## src/rtl/uart_tx_param.sv

```systemverilog
// uart_tx_param: parametrised UART transmitter (DATA_BITS payload, run-time
// parity / stop bits / baud divisor, registered serial output).
// Define UART_TX_FIFO_EN to place a FIFO_DEPTH-entry input FIFO in front of
// the shifter; without it a word is accepted only while the line is idle.
module uart_tx_param #(
  parameter int DATA_BITS  = 8,
  parameter int FIFO_DEPTH = 4,
  parameter int DIV_W      = 16
) (
  input  logic                 i_clk,
  input  logic                 i_rstn,
  input  logic                 i_wr,
  input  logic [DATA_BITS-1:0] i_data,
  input  logic [DIV_W-1:0]     i_baud_div,
  input  logic                 i_parity_en,
  input  logic                 i_parity_odd,
  input  logic                 i_two_stop,
  output logic                 o_uart_tx,
  output logic                 o_busy,
  output logic                 o_full
);

  localparam int IDX_W = $clog2(DATA_BITS);
  localparam logic [IDX_W-1:0] LAST_IDX = IDX_W'(DATA_BITS - 1);

  typedef enum logic [2:0] {
    S_IDLE,
    S_START,
    S_DATA,
    S_PARITY,
    S_STOP1,
    S_STOP2
  } state_t;

  state_t               state;
  logic [DIV_W-1:0]     bit_cnt;
  logic [DIV_W-1:0]     reload_q;
  logic [DATA_BITS-1:0] shift_q;
  logic [IDX_W-1:0]     data_idx;
  logic                 par_en_q;
  logic                 par_bit_q;
  logic                 two_stop_q;

  logic                 word_avail;
  logic [DATA_BITS-1:0] load_word;
  logic [DIV_W-1:0]     div_eff;
  logic                 bit_end;
  logic                 frame_end;
  logic                 load;

  // divisors below 2 are clamped so every bit lasts at least two clocks
  assign div_eff   = (i_baud_div < DIV_W'(2)) ? DIV_W'(2) : i_baud_div;
  assign bit_end   = (bit_cnt == '0);
  assign frame_end = bit_end && ((state == S_STOP2) || ((state == S_STOP1) && !two_stop_q));
  assign load      = word_avail && ((state == S_IDLE) || frame_end);

`ifdef UART_TX_FIFO_EN
  localparam int PTR_W = $clog2(FIFO_DEPTH);
  localparam int CNT_W = PTR_W + 1;

  logic [DATA_BITS-1:0] fifo_mem [FIFO_DEPTH];
  logic [PTR_W-1:0]     wr_ptr;
  logic [PTR_W-1:0]     rd_ptr;
  logic [CNT_W-1:0]     fifo_cnt;
  logic [CNT_W-1:0]     fifo_cnt_next;
  logic                 full_q;
  logic                 push;
  logic                 pop;

  // a full FIFO refuses the write even when a pop happens in the same cycle
  assign push       = i_wr && !full_q;
  assign pop        = load;
  assign word_avail = (fifo_cnt != '0);
  assign load_word  = fifo_mem[rd_ptr];
  assign o_full     = full_q;

  // occupancy after this edge; simultaneous push and pop leave it unchanged
  always_comb begin
    fifo_cnt_next = fifo_cnt;
    if (push && !pop) begin
      fifo_cnt_next = fifo_cnt + 1'b1;
    end else if (pop && !push) begin
      fifo_cnt_next = fifo_cnt - 1'b1;
    end
  end

  // FIFO storage; contents need no reset because the pointers define validity
  always_ff @(posedge i_clk) begin
    if (push) begin
      fifo_mem[wr_ptr] <= i_data;
    end
  end

  // wrap-around pointers, count and registered full flag
  always_ff @(posedge i_clk or negedge i_rstn) begin
    if (!i_rstn) begin
      wr_ptr   <= '0;
      rd_ptr   <= '0;
      fifo_cnt <= '0;
      full_q   <= 1'b0;
    end else begin
      if (push) begin
        wr_ptr <= wr_ptr + 1'b1;
      end
      if (pop) begin
        rd_ptr <= rd_ptr + 1'b1;
      end
      fifo_cnt <= fifo_cnt_next;
      full_q   <= (fifo_cnt_next == CNT_W'(FIFO_DEPTH));
    end
  end
`else
  // without storage the write itself starts the frame, so only idle accepts
  assign word_avail = i_wr && !o_busy;
  assign load_word  = i_data;
  assign o_full     = o_busy;
`endif

  // frame sequencer: latches per-frame settings at load, times bits, drives the line
  always_ff @(posedge i_clk or negedge i_rstn) begin
    if (!i_rstn) begin
      state      <= S_IDLE;
      o_uart_tx  <= 1'b1;
      o_busy     <= 1'b0;
      bit_cnt    <= '0;
      reload_q   <= '0;
      shift_q    <= '0;
      data_idx   <= '0;
      par_en_q   <= 1'b0;
      par_bit_q  <= 1'b0;
      two_stop_q <= 1'b0;
    end else if (load) begin
      state      <= S_START;
      o_uart_tx  <= 1'b0;
      o_busy     <= 1'b1;
      bit_cnt    <= div_eff - 1'b1;
      reload_q   <= div_eff - 1'b1;
      shift_q    <= load_word;
      data_idx   <= '0;
      par_en_q   <= i_parity_en;
      par_bit_q  <= (^load_word) ^ i_parity_odd;
      two_stop_q <= i_two_stop;
    end else if (state != S_IDLE) begin
      if (!bit_end) begin
        bit_cnt <= bit_cnt - 1'b1;
      end else begin
        bit_cnt <= reload_q;
        case (state)
          S_START: begin
            state     <= S_DATA;
            o_uart_tx <= shift_q[0];
            data_idx  <= '0;
          end
          S_DATA: begin
            if (data_idx == LAST_IDX) begin
              if (par_en_q) begin
                state     <= S_PARITY;
                o_uart_tx <= par_bit_q;
              end else begin
                state     <= S_STOP1;
                o_uart_tx <= 1'b1;
              end
            end else begin
              data_idx  <= data_idx + 1'b1;
              shift_q   <= shift_q >> 1;
              o_uart_tx <= shift_q[1];
            end
          end
          S_PARITY: begin
            state     <= S_STOP1;
            o_uart_tx <= 1'b1;
          end
          S_STOP1: begin
            o_uart_tx <= 1'b1;
            if (two_stop_q) begin
              state <= S_STOP2;
            end else begin
              state  <= S_IDLE;
              o_busy <= 1'b0;
            end
          end
          S_STOP2: begin
            state     <= S_IDLE;
            o_uart_tx <= 1'b1;
            o_busy    <= 1'b0;
          end
          default: begin
            state     <= S_IDLE;
            o_uart_tx <= 1'b1;
            o_busy    <= 1'b0;
          end
        endcase
      end
    end
  end

endmodule

```

## config.mk

```make
export PLATFORM = sky130hd
export DESIGN_NAME = uart_tx_param
export DESIGN_NICKNAME = d
export VERILOG_FILES = /design/src/rtl/uart_tx_param.sv
export SDC_FILE = /design/constraint.sdc
export NUM_CORES = 1
export LEC_CHECK = 0
export CORE_ASPECT_RATIO = 1.1
export CORE_MARGIN = 5
export CORE_UTILIZATION = 40
export CTS_BUF_LIST = sky130_fd_sc_hd__clkbuf_16
export DETAILED_ROUTE_END_ITERATION = 7
export PLACE_DENSITY_LB_ADDON = 0.1
export SLEW_MARGIN = 25
export SYNTH_ARGS = -nofsm -noshare
export SYNTH_HDL_FRONTEND = slang
export SYNTH_SLANG_ARGS = --single-unit
```

## constraint.sdc

```tcl
create_clock -name i_clk -period 2.5 [get_ports i_clk]
set_clock_uncertainty 0.2 [all_clocks]
set_input_delay 0.375 -clock i_clk [delete_from_list [all_inputs] [get_ports i_clk]]
set_output_delay 0.375 -clock i_clk [all_outputs]
set_load 0.03 [all_outputs]
```

==> metrics.md, run 1 <==
| Metric | Value |
|---|---|
| Hold-fix buffer count after cts | 0 |
| P_leak | 1.874 nW |
| Gpl congestion | 0.8654 |
| Final Hold Viols | 0 |
| CP max FO | 5 |
| Unique masters post-synth | 70 |
| Core ar. | 7913 um2 |
| Cts bufs inserted | 5 |
| Total track usage | 17.77% |
| Filler Cell Count | 781 |
| Gr ovfl total | 0 |
| Commonest cells after routing, fill and taps aside | nand2_1, buf_4, dfrtp_1 |
| EDFF count, synth | 0 |
| Vias in the first global route | 2851 |
| FF-to-FF End | data_idx[0]$_DFFE_PN0P_ |
| Rows | 34 |
| Sink Count | 51 |
| DR WL/cell | 15.37 um |
| Synthesized cell area | 3234 um2 |
| RR Startpoint | bit_cnt[0]$_DFFE_PN0N_ |
| Worst slew pin tran | 670.0 ps |
| Global-route wire length before repair | 14.21 mm |
| Pre-antenna DRT Iters | 4 |
| H-tree levels | 2 |
| WP data required | 2480 ps |
| DRT iter0 DRCs | 194 |
| Maximum VDD drop | 0.0002234 V |
| Critical Path AT | 2490 ps |
| Top cell family by delay on the critical path | simple AND/OR/NAND/NOR gates |
| CP bufs+invs | 1 |
| Critical path launch point type | input pin |
| Outcome | finished, violations left |
| CP max stage cell | or4b_4 |
| Syn_nets | 401 |
| HPWL after DPL | 6.050 mm |
| Total die area | 9986 um2 |
| Worst-path clk slew | 60 ps |
| TritonCTS clock tree | built |
| Dpl ws | -845.4 ps |
| Ant diodes | 0 |
| Cells after synthesis | 367 |
| Critical path, cell by cell | buf_6, nor4_4, and4_4, nand2_4, nand2_4, ha_4, or4b_4, nor4b_4, xnor2_1, a21oi_1, a21boi_2 |
| Largest net degree at the start of global routing | 52 |
| DR vias/cell | 5.407 |
| Maxcap violations | 0 |
| Cells on worst reg2reg path | 8 |
| Die W | 95.74 um |
| Critical path class | input pin to register |
| DRC errors left | 0 |
| Pwr Total | 1.748 mW |
| Final #Nets | 487 |
| Worst hold-check path type | input pin to async pin |
| Unrepaired setup endpoints after global routing | true |
| Initial Util | 40.88% |
| PortBufs | 32 |
| Post-synth ARST share | 100.0% |
| Ys Warns | 0 |
| Final ANT Viol Nets | 0 |
| FMAX | 0.3972 GHz |
| Final period utilization | 100.7% |
| Seq/Total Area, Yosys | 39.50% |
| Failing checks | negative setup slack |
| Initial antenna violation count | 0 |
| Util after Layout | 54.66% |
| CP endpoint kind | register |
| Setup-failing EPs final | 2 |
| Setup WS post-layout | -17.74 ps |
| Rel. slew slack | 55.33% |
| Mean Syn Cell Area | 8.813 um2 |
| # IOs | 33 |
| Tmin final | 2518 ps |
| Clock Tree Buf Depth | 2 |
| Max incr delay on CP | 510 ps |
| Yosys reg bits | 51 |
| Drt total wl | 8.639 mm |
| PwrDens | 404.1 nW/um2 |
| Routed vias | 3039 |
| R2R setup slack | 160 ps |
| Max-slew violations | 0 |
| Die span in y | 104.3 um |
| Area Overhead vs Synth | 33.73% |
| Clock latency on the worst-skew pair | 290 ps |
| Top_reg_cell synth | dfrtp_1 |
| Root buffer cell | clkbuf_16 |
| Layout cell share with drive strength beyond 1 | 25.11% |
| Most frequent CP cell | nand2_4 |
logic make-up after synthesis:
family                     Yosys count  share of synthesized area, %
buffers and inverters               24                         4.023
muxes                                3                        0.9285
and+or+nand+nor                    168                         27.04
DFF                                 51                         39.50
xor gates and xnor gates            22                         5.957
AOI/OAI and AO/OA                   95                         21.01
adders and majority gates            4                         1.547
final cells by class:
| type | instances | area (um2) | share of cell area [%] |
|---|---|---|---|
| inverter | 6 | 22.52 | 0.5207 |
| sequential | 51 | 1277 | 29.53 |
| multi-input combinational | 293 | 1946 | 44.98 |
| clock buffer | 5 | 125.1 | 2.893 |
| tap | 108 | 135.1 | 3.124 |
| timing repair buffer | 96 | 807.0 | 18.66 |
| clock inverter | 3 | 12.51 | 0.2893 |
repair_timing:
action	CTS	global route
resized for setup	47	7
endpoints found under the hold margin	0	0
pin swaps	10	9
buffers inserted	13	2
setup endpoints to repair	12	15
cloned	0	1
sequential cells by signal (all words and copies together) (netlist names):
name and cells:
bit_cnt 16, data_idx 3, o_busy 1, o_uart_tx 1
par_bit_q 1, par_en_q 1, reload_q 16, shift_q 8
state 3, two_stop_q 1
Yosys cell counts, types with 5 or more instances:
cell type	n	area, um2
dfrtp_1	50	1251
nor4_1	6	37.54
inv_1	6	22.52
buf_4	5	37.54
xnor2_1	16	140.1
nor3_1	8	40.04
o21ai_0	17	85.08
xor2_1	6	52.55
a21oi_1	11	55.05
nor2_1	46	172.7
a31oi_1	13	81.33
buf_2	5	25.02
nand2_1	64	240.2
worst max path at each step:
stage / from / cells after the start / to / slack (ps)
CTS: i_baud_div[5] / 11 / bit_cnt[12]$_DFFE_PN0N_ / -40
global placement: i_baud_div[6] / 11 / bit_cnt[12]$_DFFE_PN0N_ / -800
finish: i_baud_div[8] / 11 / bit_cnt[12]$_DFFE_PN0N_ / -20
floorplan: i_baud_div[14] / 11 / bit_cnt[12]$_DFFE_PN0N_ / -250
global route: i_baud_div[8] / 11 / bit_cnt[12]$_DFFE_PN0N_ / -120
detailed placement: i_baud_div[6] / 11 / bit_cnt[12]$_DFFE_PN0N_ / -850
power breakdown:
part	total, mW	internal, mW	switching (mW)
sequential	0.861	0.838	0.0226
combinational	0.229	0.128	0.101
clock	0.658	0.363	0.295
metal layers:
metal / global-route usage, % / routed length (um)
met5: 0 / 0
met2: 26.92 / 3968
met3: 2.243 / 338
met1: 26.26 / 4193
met4: 5.081 / 138
metrics by stage:
stage               hold slack (ps)  TNS [ps]  instance area (um2)  std cells
floorplan                    -120.6     -1059                 3309        367
global placement              262.1     -9095                 4039        538
CTS                           40.01    -110.1                 4272        559
global route                  66.45    -527.0                 4325        562
detailed placement            263.4     -9594                 4039        538
finish                       0.2760    -30.31                 4325        562
Note: power is estimated with default switching activity, not from simulation.
==> inputs of run 2 (changes only) <==
Settings changed: ABC_CLOCK_PERIOD_IN_PS set to 2500.
==> results of run 2 <==
The final DEF is identical to that of run 1; final timing and power are the same.
==> variant: new RTL, settings of run 2 <==
Encoding of `state_t`: now one-hot (6 bits for 6 states).
--- a/src/rtl/uart_tx_param.sv
+++ b/src/rtl/uart_tx_param.sv
@@ -23,13 +23,13 @@
   localparam int IDX_W = $clog2(DATA_BITS);
   localparam logic [IDX_W-1:0] LAST_IDX = IDX_W'(DATA_BITS - 1);
 
-  typedef enum logic [2:0] {
-    S_IDLE,
-    S_START,
-    S_DATA,
-    S_PARITY,
-    S_STOP1,
-    S_STOP2
+  typedef enum logic [5:0] {
+    S_IDLE   = 6'b000001,
+    S_START  = 6'b000010,
+    S_DATA   = 6'b000100,
+    S_PARITY = 6'b001000,
+    S_STOP1  = 6'b010000,
+    S_STOP2  = 6'b100000
   } state_t;
 
   state_t               state;
Formal check against the unedited RTL: same outputs for any inputs over 10 cycles, from zero or initial values and one cycle with i_rstn low; not proved beyond that.
==> variant against run 2 <==
The run still ends with negative setup slack left; cell area grew 20%; maximum frequency shrank 21%; non-clock buffer count grew 43; die area grew 0.28%; synthesized area grew 0.31%; setup slack lost 0.66 ns; routed wire length grew 12%; sequential cell count grew 3.
Power is not compared: it rests on default switching activity, and its combinational part moved more than twofold at a synthesized area within 25%.
==> variant: results (changes against run 2) <==
| Metric | Value |
|---|---|
| FF/Latch Area | `0.00135 mm² (+6.0%)` |
| Initial DRC Count | `127 (-35%)` |
| Avg Inst Size Synth | `8.86 µm² (+0.58%)` |
| Fin nets | `531 (+9.0%)` |
| Clock-cell share | `3.29% (+0.11 points)` |
| Dpl cell area | `0.00435 mm² (+7.7%)` |
| Launch point of the worst path | `i_baud_div[9]` |
| Final setup viols | `35 (+33)` |
| Number of non-clock buffers | `139 (+45%)` |
| FF-to-FF path depth | `10 (+2)` |
| Multi-input gate area | `0.00223 mm² (+15%)` |
| Multi-Input Combinational | `294 (+0.34%)` |
| DP HPWL | `6.60 mm (+9.1%)` |
| Post-route insts no fill | `606 (+7.8%)` |
| Crit-path max FO | `2 (-3)` |
| Slack of the critical path | `-0.681 ns (-0.663 ns)` |
| WP data arrival | `3.15 ns (+0.66 ns)` |
| Top cells by area, synth | `dfrtp_1 40%, nand2_1 6.4%, nor2_1 4.9%` |
| Sinks on the clock net | `54 (+5.9%)` |
| Placed insts | `572 (+6.3%)` |
| Failing checks | `negative setup slack` |
| Drt via density | `5.44 (+0.64%)` |
| Outcome | `finished with violations` |
| Worst-path clk slew | `around 0.07 ns` |
| Global Route Usage Sum | `19.0% (+1.2 points)` |
| Buffer count from post-CTS setup fixing | `10 (-3)` |
| Sequential area share after synthesis | `41.7% (+2.2 points)` |
| First-pass GRT wire length | `15.1 mm (+6.4%)` |
| Yosys cell types | `62 (-11%)` |
| # resized after CTS | `85 (+81%)` |
| Wirelength per Cell | `16.0 µm (+3.8%)` |
| Vias in the first global route | `3187 (+12%)` |
| Synth top cells by count | `55 x nand2_1, 52 x dfrtp_1, 42 x nor2_1` |
| Critical Path Slowest Stage Cell | `or4_4` |
| Worst skew pair latency | `0.29 ns (about the same)` |
| Filler instances | `671 (-14%)` |
| Critical R2R Capture | `bit_cnt[3]` |
| Post-place setup slack | `-1.37 ns (-0.527 ns)` |
| Final non-clock buffer share | `24.5% (+5.8 points)` |
| Pin count of the biggest net entering global routing | `31 (-40%)` |
| Hold buffer count at CTS | `1 (+1)` |
| Worst slew pin tran | `0.619 ns (-0.0510 ns)` |
| Final Wtd Congestion | `0.890 (+2.8%)` |
| Fin util | `65.3% (+11 points)` |
| Asr flop ratio synth | `100% (unchanged)` |
| Hold Slack | `0.276 ns (+0.275 ns)` |
| Non-clock inverters | `3 (-3)` |
| Worst hold start | `reload_q[15]` |
| Syn nets | `400 (-0.25%)` |
| Worst setup path endpoint | `bit_cnt[14]` |
| Hold endpoint | `reload_q[15]` |
| Slowest stage delay, CP | `0.55 ns (+0.04 ns)` |
| R2R setup slack | `-0.09 ns (-0.25 ns)` |
| Hold WC Path Type | `reg2reg` |
| CLK BUF | `5 (unchanged)` |
| Post-route setup TNS | `-3.46 ns (-3.43 ns)` |
| Layout cells sized above 1 | `40.6% (+15 points)` |
-- variant: cell families (layout without fill, tap and decap cells) --
| logic type | after synthesis | after routing | share of synthesized area [%] |
|---|---|---|---|
| flip-flops | 54 | 54 | 41.7 |
| AO/OA/AOI/OAI | 96 | 97 | 21.1 |
| multiplexers | 2 | 2 | 0.656 |
| adder cells (fa/ha/maj) | 4 | 4 | 1.54 |
| buffers and inverters | 19 | 150 | 2.97 |
| XOR/XNOR | 25 | 25 | 6.75 |
| AND/OR/NAND/NOR | 166 | 166 | 25.2 |
-- variant: power by group --
part	internal [mW]	switching, mW	total, mW
logic	0.398	0.307	0.705
clock network	0.473	0.330	0.803
registers	0.941	0.0534	0.994
total	1.81	0.691	2.50
-- variant: per-layer routing --
layer	part of all wire, %	GRT usage [%]	vias to the layer above	wire length, µm
li1	-	-	1597	-
met1	42	24.6	1595	4080
met2	51	32.2	93	4980
met3	4.7	2.82	13	452
met4	1.7	5.28	0	167
met5	0	0	-	0
